==> src/rtl/tt_gpio_cfg_seq_if.sv <==
// ============================================================================
//  Module      : tt_gpio_cfg_seq_if
//  Description : Handshake bundle between the tt_top control logic (master)
//                and the GPIO pad configuration sequencer (slave).
//                  cfg_valid/cfg_ready/cfg_pad/cfg_data : staged-bank writes
//                  cfg_err                              : bad-index pulse
//                  commit/busy/done                     : bank commit control
//  Revision    : 1.0 - initial release
// ============================================================================
`default_nettype none

interface tt_gpio_cfg_seq_if #(
  parameter int PAD_IDX_W = 6
);
  logic                 cfg_valid;
  logic                 cfg_ready;
  logic [PAD_IDX_W-1:0] cfg_pad;
  logic [10:0]          cfg_data;
  logic                 cfg_err;
  logic                 commit;
  logic                 busy;
  logic                 done;

  modport master (
    output cfg_valid, cfg_pad, cfg_data, commit,
    input  cfg_ready, cfg_err, busy, done
  );

  modport slave (
    input  cfg_valid, cfg_pad, cfg_data, commit,
    output cfg_ready, cfg_err, busy, done
  );
endinterface

`default_nettype wire

==> src/rtl/tt_gpio_cfg_seq.sv <==
// ============================================================================
//  Module      : tt_gpio_cfg_seq
//  Description : Runtime GPIO pad configuration sequencer. A staged bank of
//                per-pad 11-bit words is written one pad at a time; a commit
//                copies it into the active bank that drives the pad controls.
//                Build option TT_GPIO_CFG_STAGGER_EN: when defined the commit
//                copies one pad every STAGGER_DIV cycles, otherwise the whole
//                bank is copied in a single cycle.
//  Ports       : clk, rst (async, active-high)
//                bus      - tt_gpio_cfg_seq_if.slave (write + commit handshake)
//                gpio_*   - N_PADS-wide pad controls, from active bank only
//  Revision    : 1.0 - initial release
// ============================================================================
`default_nettype none

module tt_gpio_cfg_seq #(
  parameter int          N_PADS      = 44,
  parameter logic [10:0] DEFAULT_CFG = 11'h100,
  parameter int          STAGGER_DIV = 4,
  parameter int          PAD_IDX_W   = $clog2(N_PADS)
) (
  input  wire logic          clk,
  input  wire logic          rst,
  tt_gpio_cfg_seq_if.slave   bus,
  output logic [N_PADS-1:0]  gpio_inp_dis,
  output logic [N_PADS-1:0]  gpio_ib_mode_sel,
  output logic [N_PADS-1:0]  gpio_vtrip_sel,
  output logic [N_PADS-1:0]  gpio_slow_sel,
  output logic [N_PADS-1:0]  gpio_holdover,
  output logic [N_PADS-1:0]  gpio_analog_en,
  output logic [N_PADS-1:0]  gpio_analog_sel,
  output logic [N_PADS-1:0]  gpio_analog_pol,
  output logic [N_PADS-1:0]  gpio_dm0,
  output logic [N_PADS-1:0]  gpio_dm1,
  output logic [N_PADS-1:0]  gpio_dm2
);

  typedef enum logic [0:0] {
    S_IDLE  = 1'b0,
    S_APPLY = 1'b1
  } state_e;

  // Index range check done one bit wider so N_PADS itself is representable.
  localparam logic [PAD_IDX_W:0] c_n_pads_ext = (PAD_IDX_W + 1)'(N_PADS);

  if (STAGGER_DIV < 1) begin : g_bad_stagger_div
    $error("tt_gpio_cfg_seq: STAGGER_DIV must be at least 1");
  end

  state_e      state_q;
  logic        err_q;
  logic        done_q;
  logic [10:0] staged_q [N_PADS];
  logic [10:0] active_q [N_PADS];

  logic        wr_fire;
  logic        wr_in_range;

`ifdef TT_GPIO_CFG_STAGGER_EN
  localparam int                   c_cnt_w    = (STAGGER_DIV > 1) ? $clog2(STAGGER_DIV) : 1;
  localparam logic [c_cnt_w-1:0]   c_cnt_load = c_cnt_w'(STAGGER_DIV - 1);
  localparam logic [PAD_IDX_W-1:0] c_last_idx = PAD_IDX_W'(N_PADS - 1);

  logic [PAD_IDX_W-1:0] idx_q;
  logic [c_cnt_w-1:0]   cnt_q;
`endif

  // Writes are only taken in IDLE, so staged never changes while it is copied.
  assign wr_fire     = bus.cfg_valid && (state_q == S_IDLE);
  assign wr_in_range = ({1'b0, bus.cfg_pad} < c_n_pads_ext);

  assign bus.cfg_ready = (state_q == S_IDLE);
  assign bus.busy      = (state_q == S_APPLY);
  assign bus.cfg_err   = err_q;
  assign bus.done      = done_q;

  always_ff @(posedge clk or posedge rst) begin
    if (rst) begin
      state_q <= S_IDLE;
      err_q   <= 1'b0;
      done_q  <= 1'b0;
      for (int p = 0; p < N_PADS; p++) begin
        staged_q[p] <= DEFAULT_CFG;
        active_q[p] <= DEFAULT_CFG;
      end
`ifdef TT_GPIO_CFG_STAGGER_EN
      idx_q <= '0;
      cnt_q <= '0;
`endif
    end else begin
      err_q  <= wr_fire && !wr_in_range;
      done_q <= 1'b0;

      if (wr_fire && wr_in_range) begin
        staged_q[bus.cfg_pad] <= bus.cfg_data;
      end

      case (state_q)
        S_IDLE: begin
          if (bus.commit) begin
            state_q <= S_APPLY;
`ifdef TT_GPIO_CFG_STAGGER_EN
            idx_q   <= '0;
            cnt_q   <= '0;
`endif
          end
        end

        S_APPLY: begin
`ifdef TT_GPIO_CFG_STAGGER_EN
          // One pad per STAGGER_DIV cycles; cnt counts the gap between pads.
          if (cnt_q == '0) begin
            active_q[idx_q] <= staged_q[idx_q];
            if (idx_q == c_last_idx) begin
              state_q <= S_IDLE;
              done_q  <= 1'b1;
            end else begin
              idx_q <= idx_q + 1'b1;
              cnt_q <= c_cnt_load;
            end
          end else begin
            cnt_q <= cnt_q - 1'b1;
          end
`else
          for (int p = 0; p < N_PADS; p++) begin
            active_q[p] <= staged_q[p];
          end
          state_q <= S_IDLE;
          done_q  <= 1'b1;
`endif
        end

        default: state_q <= S_IDLE;
      endcase
    end
  end

  for (genvar p = 0; p < N_PADS; p++) begin : g_pad
    assign gpio_inp_dis[p]     = active_q[p][0];
    assign gpio_ib_mode_sel[p] = active_q[p][1];
    assign gpio_vtrip_sel[p]   = active_q[p][2];
    assign gpio_slow_sel[p]    = active_q[p][3];
    assign gpio_holdover[p]    = active_q[p][4];
    assign gpio_analog_en[p]   = active_q[p][5];
    assign gpio_analog_sel[p]  = active_q[p][6];
    assign gpio_analog_pol[p]  = active_q[p][7];
    assign gpio_dm0[p]         = active_q[p][8];
    assign gpio_dm1[p]         = active_q[p][9];
    assign gpio_dm2[p]         = active_q[p][10];
  end

endmodule

`default_nettype wire

==> src/flat_wrapper.sv <==
// flat-port wrapper written by rule: the top's interface ports become plain ports
module tt_gpio_cfg_seq_flat 
#(
  parameter int          N_PADS      = 44,
  parameter logic [10:0] DEFAULT_CFG = 11'h100,
  parameter int          STAGGER_DIV = 4,
  parameter int          PAD_IDX_W   = $clog2(N_PADS)
)
  (clk, rst, gpio_inp_dis, gpio_ib_mode_sel, gpio_vtrip_sel, gpio_slow_sel, gpio_holdover, gpio_analog_en, gpio_analog_sel, gpio_analog_pol, gpio_dm0, gpio_dm1, gpio_dm2, bus_cfg_valid, bus_cfg_pad, bus_cfg_data, bus_commit, bus_cfg_ready, bus_cfg_err, bus_busy, bus_done);
  tt_gpio_cfg_seq_if #(.PAD_IDX_W(PAD_IDX_W)) bus_i ();
  input  wire logic clk;
  input  wire logic rst;
  output logic [N_PADS-1:0] gpio_inp_dis;
  output logic [N_PADS-1:0] gpio_ib_mode_sel;
  output logic [N_PADS-1:0] gpio_vtrip_sel;
  output logic [N_PADS-1:0] gpio_slow_sel;
  output logic [N_PADS-1:0] gpio_holdover;
  output logic [N_PADS-1:0] gpio_analog_en;
  output logic [N_PADS-1:0] gpio_analog_sel;
  output logic [N_PADS-1:0] gpio_analog_pol;
  output logic [N_PADS-1:0] gpio_dm0;
  output logic [N_PADS-1:0] gpio_dm1;
  output logic [N_PADS-1:0] gpio_dm2;
  input wire logic [$bits(bus_i.cfg_valid)-1:0] bus_cfg_valid;
  input wire logic [$bits(bus_i.cfg_pad)-1:0] bus_cfg_pad;
  input wire logic [$bits(bus_i.cfg_data)-1:0] bus_cfg_data;
  input wire logic [$bits(bus_i.commit)-1:0] bus_commit;
  output wire logic [$bits(bus_i.cfg_ready)-1:0] bus_cfg_ready;
  output wire logic [$bits(bus_i.cfg_err)-1:0] bus_cfg_err;
  output wire logic [$bits(bus_i.busy)-1:0] bus_busy;
  output wire logic [$bits(bus_i.done)-1:0] bus_done;
  assign bus_i.cfg_valid = bus_cfg_valid;
  assign bus_i.cfg_pad = bus_cfg_pad;
  assign bus_i.cfg_data = bus_cfg_data;
  assign bus_i.commit = bus_commit;
  assign bus_cfg_ready = bus_i.cfg_ready;
  assign bus_cfg_err = bus_i.cfg_err;
  assign bus_busy = bus_i.busy;
  assign bus_done = bus_i.done;
  tt_gpio_cfg_seq #(.N_PADS(N_PADS), .DEFAULT_CFG(DEFAULT_CFG), .STAGGER_DIV(STAGGER_DIV), .PAD_IDX_W(PAD_IDX_W)) u_core (.clk(clk), .rst(rst), .bus(bus_i), .gpio_inp_dis(gpio_inp_dis), .gpio_ib_mode_sel(gpio_ib_mode_sel), .gpio_vtrip_sel(gpio_vtrip_sel), .gpio_slow_sel(gpio_slow_sel), .gpio_holdover(gpio_holdover), .gpio_analog_en(gpio_analog_en), .gpio_analog_sel(gpio_analog_sel), .gpio_analog_pol(gpio_analog_pol), .gpio_dm0(gpio_dm0), .gpio_dm1(gpio_dm1), .gpio_dm2(gpio_dm2));
endmodule
==> config.mk <==
export PLATFORM = sky130hd
export DESIGN_NAME = tt_gpio_cfg_seq_flat
export DESIGN_NICKNAME = d
export VERILOG_FILES = /design/src/rtl/tt_gpio_cfg_seq_if.sv /design/src/rtl/tt_gpio_cfg_seq.sv /design/src/flat_wrapper.sv
export SDC_FILE = /design/constraint.sdc
export NUM_CORES = 1
export LEC_CHECK = 0
export CAP_MARGIN = 20
export CORE_MARGIN = 2
export CORE_UTILIZATION = 65
export DETAILED_ROUTE_END_ITERATION = 12
export DONT_BUFFER_PORTS = 1
export MAX_ROUTING_LAYER = met4
export PLACE_DENSITY = 0.81
export SYNTH_ARGS = -nofsm -noshare
export SYNTH_HDL_FRONTEND = slang
export SYNTH_SLANG_ARGS = --single-unit
==> constraint.sdc <==
create_clock -name clk -period 69.1 [get_ports clk]
set_input_delay 13.82 -clock clk [delete_from_list [all_inputs] [get_ports clk]]
set_output_delay 13.82 -clock clk [all_outputs]
set_load 0.01 [all_outputs]
==> impl_metrics.env, run 1 <==
export IMPL_portBuffers=0
export IMPL_cts_resized=0
export IMPL_grt_max_degree=206
export IMPL_multi_input_area_um2=11600
export IMPL_p_sw_mw=0.328
export IMPL_ys_seq_area_share_pct=66.4
export IMPL_cts_root_buf="clkbuf_16"
export IMPL_powerDensity_nw_per_um2=32.9
export IMPL_maxCapViolCount=0
export IMPL_synth_seq_cells=971
export IMPL_status="finished, final reports clean"
export IMPL_crit_top_cell="buf_4"
export IMPL_critical_path_top_delay_family="buffers and inverters"
export IMPL_yosys_warnings=0
export IMPL_critPathLaunchType="input port"
export IMPL_rows=87
export IMPL_totalWireLength_um=84900
export IMPL_cts_clk_slew_worst_paths_ns=0.06
export IMPL_ys_types=30
export IMPL_viasPerCell=6.10
export IMPL_fillers=3396
export IMPL_dieArea_um2=58500
export IMPL_grt_first_pass_wirelength_um=129000
export IMPL_cp_required_ns=69.74
export IMPL_drive_gt1_share_pct=55.2
export IMPL_critPathBufInv=5
export IMPL_slowest_delay_ns=0.89
export IMPL_drc=0
export IMPL_dp_final_hpwl_um=51100
export IMPL_clock_skew_ns=0.0188
export IMPL_synth_area_um2=36800
export IMPL_ir_worst_vdd_uv=24.1
export IMPL_core_um2=56200
export IMPL_clock_sinks=971
export IMPL_wire_per_inst_um=28.7
export IMPL_finalWeightedCongestion=0.820
export IMPL_drtPass1Iterations=5
export IMPL_h_tree_depth=3
export IMPL_cts_tree="done"
export IMPL_clk_path_buf_depth=3
export IMPL_rsz0062_at_grt="false"
export IMPL_drt_iter0_drc=949
export IMPL_p_clk_share_pct=38.2
export IMPL_cp_data_arrival_time_ns=17.93
export IMPL_seqCellArea_um2=24400
export IMPL_clock_latency_ns=0.64
export IMPL_hold_class="reg -> reg"
export IMPL_fin_crit_sh_pct=25.0
export IMPL_cts_buffers=94
export IMPL_regMostFlops="u_core.staged_q"
export IMPL_final_cells=2960
export IMPL_gr_total_overflow=0
export IMPL_num_io_pins=509
export IMPL_critPathKind="in -> async"
export IMPL_worst_pin_slew_ns=1.13
export IMPL_slew_violations=0
export IMPL_end_kind="async pin"
export IMPL_swShare_pct=24.8
export IMPL_fin_setup_tns_ns=0
export IMPL_antenna_left=0
export IMPL_holdBufCountCts=0
export IMPL_initial_core_util_pct=65.4
export IMPL_mostFrequentLayoutCells="910 x mux2_2, 882 x dfrtp_1, 94 x clkbuf_16, 88 x dfstp_2, 40 x mux2_4"
export IMPL_postCtsSetupBuffers=0
export IMPL_dieWidth_um=242
export IMPL_syn2layout_area_growth_pct=9.39
export IMPL_synth_avg_cell_area_um2=17.0
export IMPL_slew_headroom_pct=24.5
export IMPL_synthCells=2163
export IMPL_crit_chain="inv_8 -> buf_4 -> buf_4 -> buf_4 -> buf_4"
export IMPL_vias=18100
export IMPL_crit_slowest_cell="buf_4"
export IMPL_synth_fp_nets=2184
export IMPL_p_leak_nw=19.9
export IMPL_p_int_mw=0.994
export IMPL_mostFrequentLayoutCell="mux2_2"
export IMPL_die_y_um=242
export IMPL_dp_cells=2784
export IMPL_setup_viol=0
export IMPL_largest_reg_flops=484
export IMPL_share_comb_of_total_power_pct=7.3
export IMPL_antenna_found_initial=3
export IMPL_p_seq_share_pct=54.5
export IMPL_track_usage_pct=30.4
export IMPL_fmax_ghz=0.0578
export IMPL_min_period_ns=17.29
export IMPL_cp_max_fo=142
export IMPL_grt_pass1_vias=19700
export IMPL_nNetsFinal=2145
export IMPL_hold_viol_final=0
worst paths after layout:
path                                     start                 endpoint  slack (ns)  depth (start not counted)
max                                        rst     u_core.staged_q[384]       51.81                          5
max in group clk               u_core.bus.busy            bus_cfg_ready       53.57                          1
min reg2reg                u_core.staged_q[12]      u_core.staged_q[12]        0.49                          1
min                        u_core.staged_q[12]      u_core.staged_q[12]        0.49                          1
max reg2reg                    u_core.bus.busy  u_core.gpio_slow_sel[8]       65.04                          4
min in group asynchronous                  rst     u_core.staged_q[433]       13.25                          1
cells in the mapped netlist:
| master | instances | area share [%] |
|---|---|---|
| nand3_1 | 5 | 0.068 |
| inv_1 | 2 | 0.020 |
| mux2_2 | 910 | 28 |
| nor4_2 | 2 | 0.068 |
| mux2_1 | 18 | 0.55 |
| and2b_1 | 1 | 0.020 |
| buf_1 | 5 | 0.051 |
| nor3_1 | 1 | 0.014 |
| nand4b_2 | 3 | 0.12 |
| and4bb_1 | 1 | 0.034 |
| buf_2 | 81 | 1.1 |
| and4bb_2 | 8 | 0.27 |
| dfstp_2 | 88 | 6.3 |
| buf_6 | 5 | 0.15 |
| nand4_2 | 1 | 0.034 |
| a21oi_1 | 1 | 0.014 |
| dfrtp_1 | 883 | 60 |
| mux2_4 | 40 | 1.6 |
| nor4b_2 | 3 | 0.12 |
| nand2b_1 | 1 | 0.017 |
| and4b_1 | 1 | 0.027 |
| nand4_1 | 2 | 0.034 |
| clkbuf_1 | 49 | 0.50 |
| nor2_1 | 2 | 0.020 |
| nor4_4 | 1 | 0.058 |
| and4_1 | 2 | 0.048 |
| nor2b_1 | 5 | 0.085 |
| nand2_1 | 29 | 0.30 |
| buf_4 | 11 | 0.22 |
| nor4b_4 | 2 | 0.13 |
layer usage:
metal | routed length (um) | up-vias | global-route usage (%) | part of all wire [%]
met2 | 41400 | 560 | 47.2 | 49
met1 | 32300 | 9812 | 36.4 | 38
met3 | 8280 | 159 | 11.9 | 9.8
met4 | 2820 | 0 | 11.0 | 3.3
li1 | - | 7519 | - | -
met5 | 0 | - | - | 0
power groups by stage:
stage	Combinational [mW]	Sequential, mW	Clock (mW)
final	0.0963	0.721	0.505
after CTS	0.0979	0.720	0.512
after floorplan	0.0875	0.701	0
after global placement	0.0905	0.725	0
after detailed placement	0.0967	0.729	0
after global routing	0.106	0.728	0.539
worst register-to-register path, delay by kind of cell (launching register included):
kind,cells,cell delay (ns)
flops,1,0.88
mux,1,0.50
buf+inv,3,2.58
cells by family after synthesis:
logic type | Yosys count | synth area share [%]
buffers and inverters | 153 | 2.05
and+or+nand+nor | 70 | 1.47
DFF | 971 | 66.4
AOI/OAI and AO/OA | 1 | 0.0136
muxes | 968 | 30.1
final cells by class:
class	count	share of cell area [%]
sequential	971	60.7
tap	756	2.35
timing repair buffer	16	0.392
multi-input combinational	1039	28.9
inverter	2	0.0373
antenna	1	0.00622
clock inverter	29	0.859
clock buffer	146	6.78
stage by stage:
step	total power [mW]	setup WS [ns]	util [%]	area (um2)	hold WS, ns
3_5_place_dp	0.826	50.95	66.1	37100	0.482
5_1_grt	1.37	51.01	71.6	40200	0.512
4_1_cts	1.33	51.66	71.6	40200	0.494
3_3_place_gp	0.815	51.09	66.1	37100	0.469
2_1_floorplan	0.789	28.11	-	36800	0.430
6_report	1.32	51.81	71.6	40200	0.494
(Power assumes the default switching activity.)
==> run 2: changes to the inputs <==
--- a/config.mk
+++ b/config.mk
@@ -7,11 +7,11 @@
 export LEC_CHECK = 0
 export CAP_MARGIN = 20
 export CORE_MARGIN = 2
-export CORE_UTILIZATION = 65
+export CORE_UTILIZATION = 63
 export DETAILED_ROUTE_END_ITERATION = 12
 export DONT_BUFFER_PORTS = 1
 export MAX_ROUTING_LAYER = met4
-export PLACE_DENSITY = 0.81
+export PLACE_DENSITY = 0.79
 export SYNTH_ARGS = -nofsm -noshare
 export SYNTH_HDL_FRONTEND = slang
 export SYNTH_SLANG_ARGS = --single-unit
==> constraint.sdc (replaced) <==
create_clock -name clk -period 17.25 [get_ports clk]
set_input_delay 3.45 -clock clk [delete_from_list [all_inputs] [get_ports clk]]
set_output_delay 3.45 -clock clk [all_outputs]
set_load 0.01 [all_outputs]
==> run 2 against run 1 <==
Global-route usage is 0.90 points lower. Sequential power grew to 4.0 times the previous value. Sequential share of layout area is 0.43 points lower. Non-clock buffer count is 6 higher. Worst hold slack worse by 0.0093 ns. Combinational power grew to 4.0 times the previous value. Sequential cell count stayed put. Total power grew to 4.1 times the previous value. Clock skew is 0.0015 ns higher. Clock-buffer cell count is 2 lower. Critical path depth is 4 lower. Via count hardly changed.
==> impl_metrics.env, run 2 (same netlist as run 1, synthesis figures left out) <==
export IMPL_clock_sinks=971
export IMPL_crit_chain="inv_1"
export IMPL_initial_core_util_pct=63.7
export IMPL_clk_path_buf_depth=3
export IMPL_die_y_um=246
export IMPL_h_tree_depth=3
export IMPL_hold_viol_final=0
export IMPL_largest_reg_flops=484
export IMPL_fmax_ghz=0.195
export IMPL_hold_class="reg -> reg"
export IMPL_slew_headroom_pct=29.8
export IMPL_status="finished, final reports clean"
export IMPL_drc=0
export IMPL_critPathBufInv=1
export IMPL_end_kind="output port"
export IMPL_cp_required_ns=13.80
export IMPL_p_leak_nw=20.1
export IMPL_slew_violations=0
export IMPL_mostFrequentLayoutCell="mux2_2"
export IMPL_mostFrequentLayoutCells="910 x mux2_2, 882 x dfrtp_1, 97 x clkbuf_16, 88 x dfstp_2, 40 x mux2_4"
export IMPL_grt_pass1_vias=19500
export IMPL_core_um2=57700
export IMPL_wire_per_inst_um=28.6
export IMPL_powerDensity_nw_per_um2=133
export IMPL_postCtsSetupBuffers=0
export IMPL_preCtsSetupSlack_ns=11.10
export IMPL_maxCapViolCount=0
export IMPL_layout_setup_ws_ns=12.13
export IMPL_slowest_delay_ns=0.86
export IMPL_dieArea_um2=60300
export IMPL_dieWidth_um=246
export IMPL_grt_max_degree=181
export IMPL_syn2layout_area_growth_pct=10.2
export IMPL_portBuffers=0
export IMPL_viasPerCell=6.06
export IMPL_n_antenna_cell=0
export IMPL_drive_gt1_share_pct=55.7
export IMPL_rsz0062_at_grt="false"
export IMPL_dp_cells=2794
export IMPL_drtPass1Iterations=4
export IMPL_rows=88
export IMPL_cts_resized=0
export IMPL_holdBufCountCts=0
export IMPL_hold_ws_ns=0.485
export IMPL_clock_skew_ns=0.0203
export IMPL_critical_path_top_delay_family="flip-flops"
export IMPL_antenna_found_initial=0
export IMPL_cts_buffers=94
export IMPL_crit_slowest_cell="dfrtp_4"
export IMPL_vias=18000
export IMPL_min_period_ns=5.12
export IMPL_finalWeightedCongestion=0.811
export IMPL_cts_tree="done"
export IMPL_cts_root_buf="clkbuf_16"
export IMPL_fin_setup_tns_ns=0
export IMPL_antenna_left=0
export IMPL_regMostFlops="u_core.staged_q"
export IMPL_grt_first_pass_wirelength_um=128000
export IMPL_critPathKind="reg -> out"
export IMPL_cts_clk_slew_worst_paths_ns=0.06
export IMPL_final_cells=2975
export IMPL_fin_crit_sh_pct=29.7
export IMPL_nNetsFinal=2151
export IMPL_track_usage_pct=29.5
export IMPL_cp_data_arrival_time_ns=1.67
export IMPL_clock_latency_ns=0.64
export IMPL_ir_worst_vdd_uv=102
export IMPL_total_power_mw=5.38
export IMPL_gr_total_overflow=0
export IMPL_worst_pin_slew_ns=1.05
export IMPL_critPathLaunchType="register"
export IMPL_drt_iter0_drc=884
export IMPL_dp_final_hpwl_um=51300
export IMPL_totalWireLength_um=85200
export IMPL_setup_viol=0
export IMPL_cp_max_fo=50
export IMPL_num_io_pins=509
## run 2: changes by cell type in the layout (fill, tap and decap cells not counted)
cell        previous run  this run
buf_12                 3         6
buf_16                 0         3
bufinv_16              5         8
clkbuf_1              34        26
clkbuf_16             94        97
clkbuf_8              18        21
clkinv_2              15        17
clkinv_8               1         2
clkinvlp_4             2         4
diode_2                1         0
inv_16                 3         0
inv_8                  2         0
## run 2: final cells by class
cell class / instances / area [um2]
clock buffers: 144 / 2810
clock inverters: 32 / 398
fillers: 3573 / 17200
inverters: 2 / 11.3
multi-input cells: 1039 / 11600
flip-flops and latches: 971 / 24400
well taps: 765 / 957
repair buffers: 22 / 300
## run 2: worst paths after layout
path / slack, ns / from / depth (start not counted) / to
worst max register to register: 13.84 / u_core.bus.busy / 3 / u_core.gpio_vtrip_sel[8]
worst min register to register: 0.48 / u_core.staged_q[423] / 1 / u_core.gpio_analog_en[5]
worst max-delay path: 12.13 / u_core.bus.busy / 1 / bus_cfg_ready
worst min-delay path: 0.48 / u_core.staged_q[423] / 1 / u_core.gpio_analog_en[5]
max in group asynchronous: 12.35 / rst / 5 / u_core.staged_q[371]
min in group asynchronous: 2.59 / rst / 1 / u_core.staged_q[176]
## run 2: per-layer routing
layer  GRT usage, %  vias to the layer above  share of wire (%)
li1               -                     7536                  -
met1           36.2                     9755                 39
met2           44.7                      585                 48
met3           11.3                      165                9.8
met4           11.0                        0                3.4
met5              -                        -                  0
## run 2: power by group
group / internal [mW] / leakage (nW) / total (mW) / switching [mW]
logic: 0.238 / 5.66 / 0.389 / 0.150
registers: 2.58 / 12.8 / 2.89 / 0.309
clock network: 1.25 / 1.58 / 2.10 / 0.855
total: 4.06 / 20.1 / 5.38 / 1.31
## run 2: per-stage QoR
stage	instance area [um2]	utilization, %
CTS	40400	70.0
finish	40500	70.2
floorplan	36800	-
global route	40500	70.2
detailed placement	37200	64.4
global placement	37200	64.4
==> run 3: changes to the inputs <==
==> constraint.sdc (replaced) <==
create_clock -name clk -period 5.2 [get_ports clk]
set_input_delay 1.04 -clock clk [delete_from_list [all_inputs] [get_ports clk]]
set_output_delay 1.04 -clock clk [all_outputs]
set_load 0.01 [all_outputs]
==> run 3 against run 2 <==
Critical path type unchanged. Design area down 0.35%. Sequential cell count is the same. Largest cell class unchanged. Register-to-register slack worse by 12 ns. Highest routed layer unchanged. Sequential share of layout area is 0.21 points higher. Critical path depth rose by 1.
==> impl_metrics.env, run 3 (same netlist as run 1, synthesis figures left out) <==
export IMPL_status="finished, final reports clean"
export IMPL_worst_pin_slew_ns=1.16
export IMPL_largest_reg_flops=484
export IMPL_viasPerCell=6.08
export IMPL_clk_path_buf_depth=3
export IMPL_clock_sinks=971
export IMPL_setup_viol=0
export IMPL_fin_crit_sh_pct=66.8
export IMPL_cts_resized=0
export IMPL_cts_tree="done"
export IMPL_syn2layout_area_growth_pct=9.79
export IMPL_grt_pass1_vias=19800
export IMPL_h_tree_depth=3
export IMPL_dp_final_hpwl_um=52500
export IMPL_initial_core_util_pct=63.7
export IMPL_fin_setup_tns_ns=0
export IMPL_wire_per_inst_um=28.8
export IMPL_slew_headroom_pct=22.8
export IMPL_nNetsFinal=2154
export IMPL_totalWireLength_um=85800
export IMPL_cp_data_arrival_time_ns=2.43
export IMPL_grt_max_degree=180
export IMPL_drc=0
export IMPL_clock_latency_ns=0.64
export IMPL_critPathBufInv=2
export IMPL_fmax_ghz=0.288
export IMPL_hold_class="in -> async"
export IMPL_dieWidth_um=246
export IMPL_cts_buffers=93
export IMPL_mostFrequentLayoutCells="910 x mux2_2, 882 x dfrtp_1, 94 x clkbuf_16, 88 x dfstp_2, 40 x mux2_4"
export IMPL_rsz0062_at_grt="false"
export IMPL_track_usage_pct=29.8
export IMPL_r2r_start="u_core.bus.busy"
export IMPL_crit_start="u_core.bus.busy"
export IMPL_slowest_delay_ns=0.99
export IMPL_rows=88
export IMPL_drive_gt1_share_pct=55.5
export IMPL_hold_viol_final=0
export IMPL_critical_path_top_delay_family="flip-flops"
export IMPL_antenna_found_initial=1
export IMPL_cts_clk_slew_worst_paths_ns=0.06
export IMPL_clock_skew_ns=0.0233
export IMPL_portBuffers=0
export IMPL_drt_iter0_drc=1009
export IMPL_post_route_util_pct=69.9
export IMPL_maxCapViolCount=0
export IMPL_slew_violations=0
export IMPL_die_y_um=246
export IMPL_p_leak_nw=20.0
export IMPL_cp_required_ns=4.16
export IMPL_min_period_ns=3.47
export IMPL_grt_first_pass_wirelength_um=129000
export IMPL_mostFrequentLayoutCell="mux2_2"
export IMPL_cp_max_fo=61
export IMPL_holdBufCountCts=0
export IMPL_num_io_pins=509
export IMPL_crit_chain="buf_4 -> inv_1"
export IMPL_critPathLaunchType="register"
export IMPL_end_kind="output port"
export IMPL_dieArea_um2=60300
export IMPL_antenna_left=0
export IMPL_vias=18100
export IMPL_ir_worst_vdd_uv=333
export IMPL_finalWeightedCongestion=0.798
export IMPL_crit_slowest_cell="dfrtp_4"
export IMPL_regMostFlops="u_core.staged_q"
export IMPL_core_um2=57700
export IMPL_gr_total_overflow=0
export IMPL_cts_root_buf="clkbuf_16"
export IMPL_powerDensity_nw_per_um2=435
export IMPL_drtPass1Iterations=7
export IMPL_critPathKind="reg -> out"
export IMPL_postCtsSetupBuffers=0
==> run 3: power breakdown <==
part	internal, mW	switching [mW]
sequential	8.55	1.04
combinational	0.792	0.502
clock	3.88	2.79
==> run 3: per-stage QoR <==
step / instance area [um2] / hold slack (ns) / cells / total power, mW / setup slack, ns
final: 40400 / 0.440 / 2977 / 17.6 / 1.73
after global routing: 40400 / 0.460 / 2976 / 18.2 / 1.55
after CTS: 40400 / 0.435 / 2976 / 17.7 / 1.66
after detailed placement: 37300 / 0.475 / 2803 / 11.0 / 2.03
after global placement: 37300 / 0.468 / 2803 / 10.9 / 2.04
after floorplan: 36800 / 0.430 / 2163 / 10.5 / -9.14
==> run 3: final cells by class <==
| type | instances | area [um2] |
|---|---|---|
| Multi-Input combinational cell | 1039 | 11600 |
| Sequential cell | 971 | 24400 |
| Antenna cell | 1 | 2.50 |
| Clock inverter | 27 | 300 |
| Clock buffer | 146 | 2750 |
| Timing Repair Buffer | 26 | 320 |
| Inverter | 2 | 11.3 |
| Tap cell | 765 | 957 |
| Fill cell | 3587 | 17300 |
==> run 3: layer usage <==
layer | vias up | part of all wire (%) | track usage [%]
met5 | - | 0 | -
met4 | 0 | 3.0 | 9.75
met3 | 143 | 10 | 11.8
met2 | 577 | 49 | 46.6
met1 | 9804 | 38 | 35.5
li1 | 7567 | - | -
==> run 3: worst paths after layout <==
check                                       endpoint  slack [ns]  cells after the start
worst max register to register  u_core.staged_q[457]        2.22                      3
worst min-delay path            u_core.staged_q[145]        0.44                      1
worst max-delay path                   bus_cfg_ready        1.73                      2
max in group asynchronous       u_core.staged_q[343]        3.35                      2
min in group clk                 u_core.staged_q[13]        0.49                      1
worst min register to register   u_core.staged_q[13]        0.49                      1
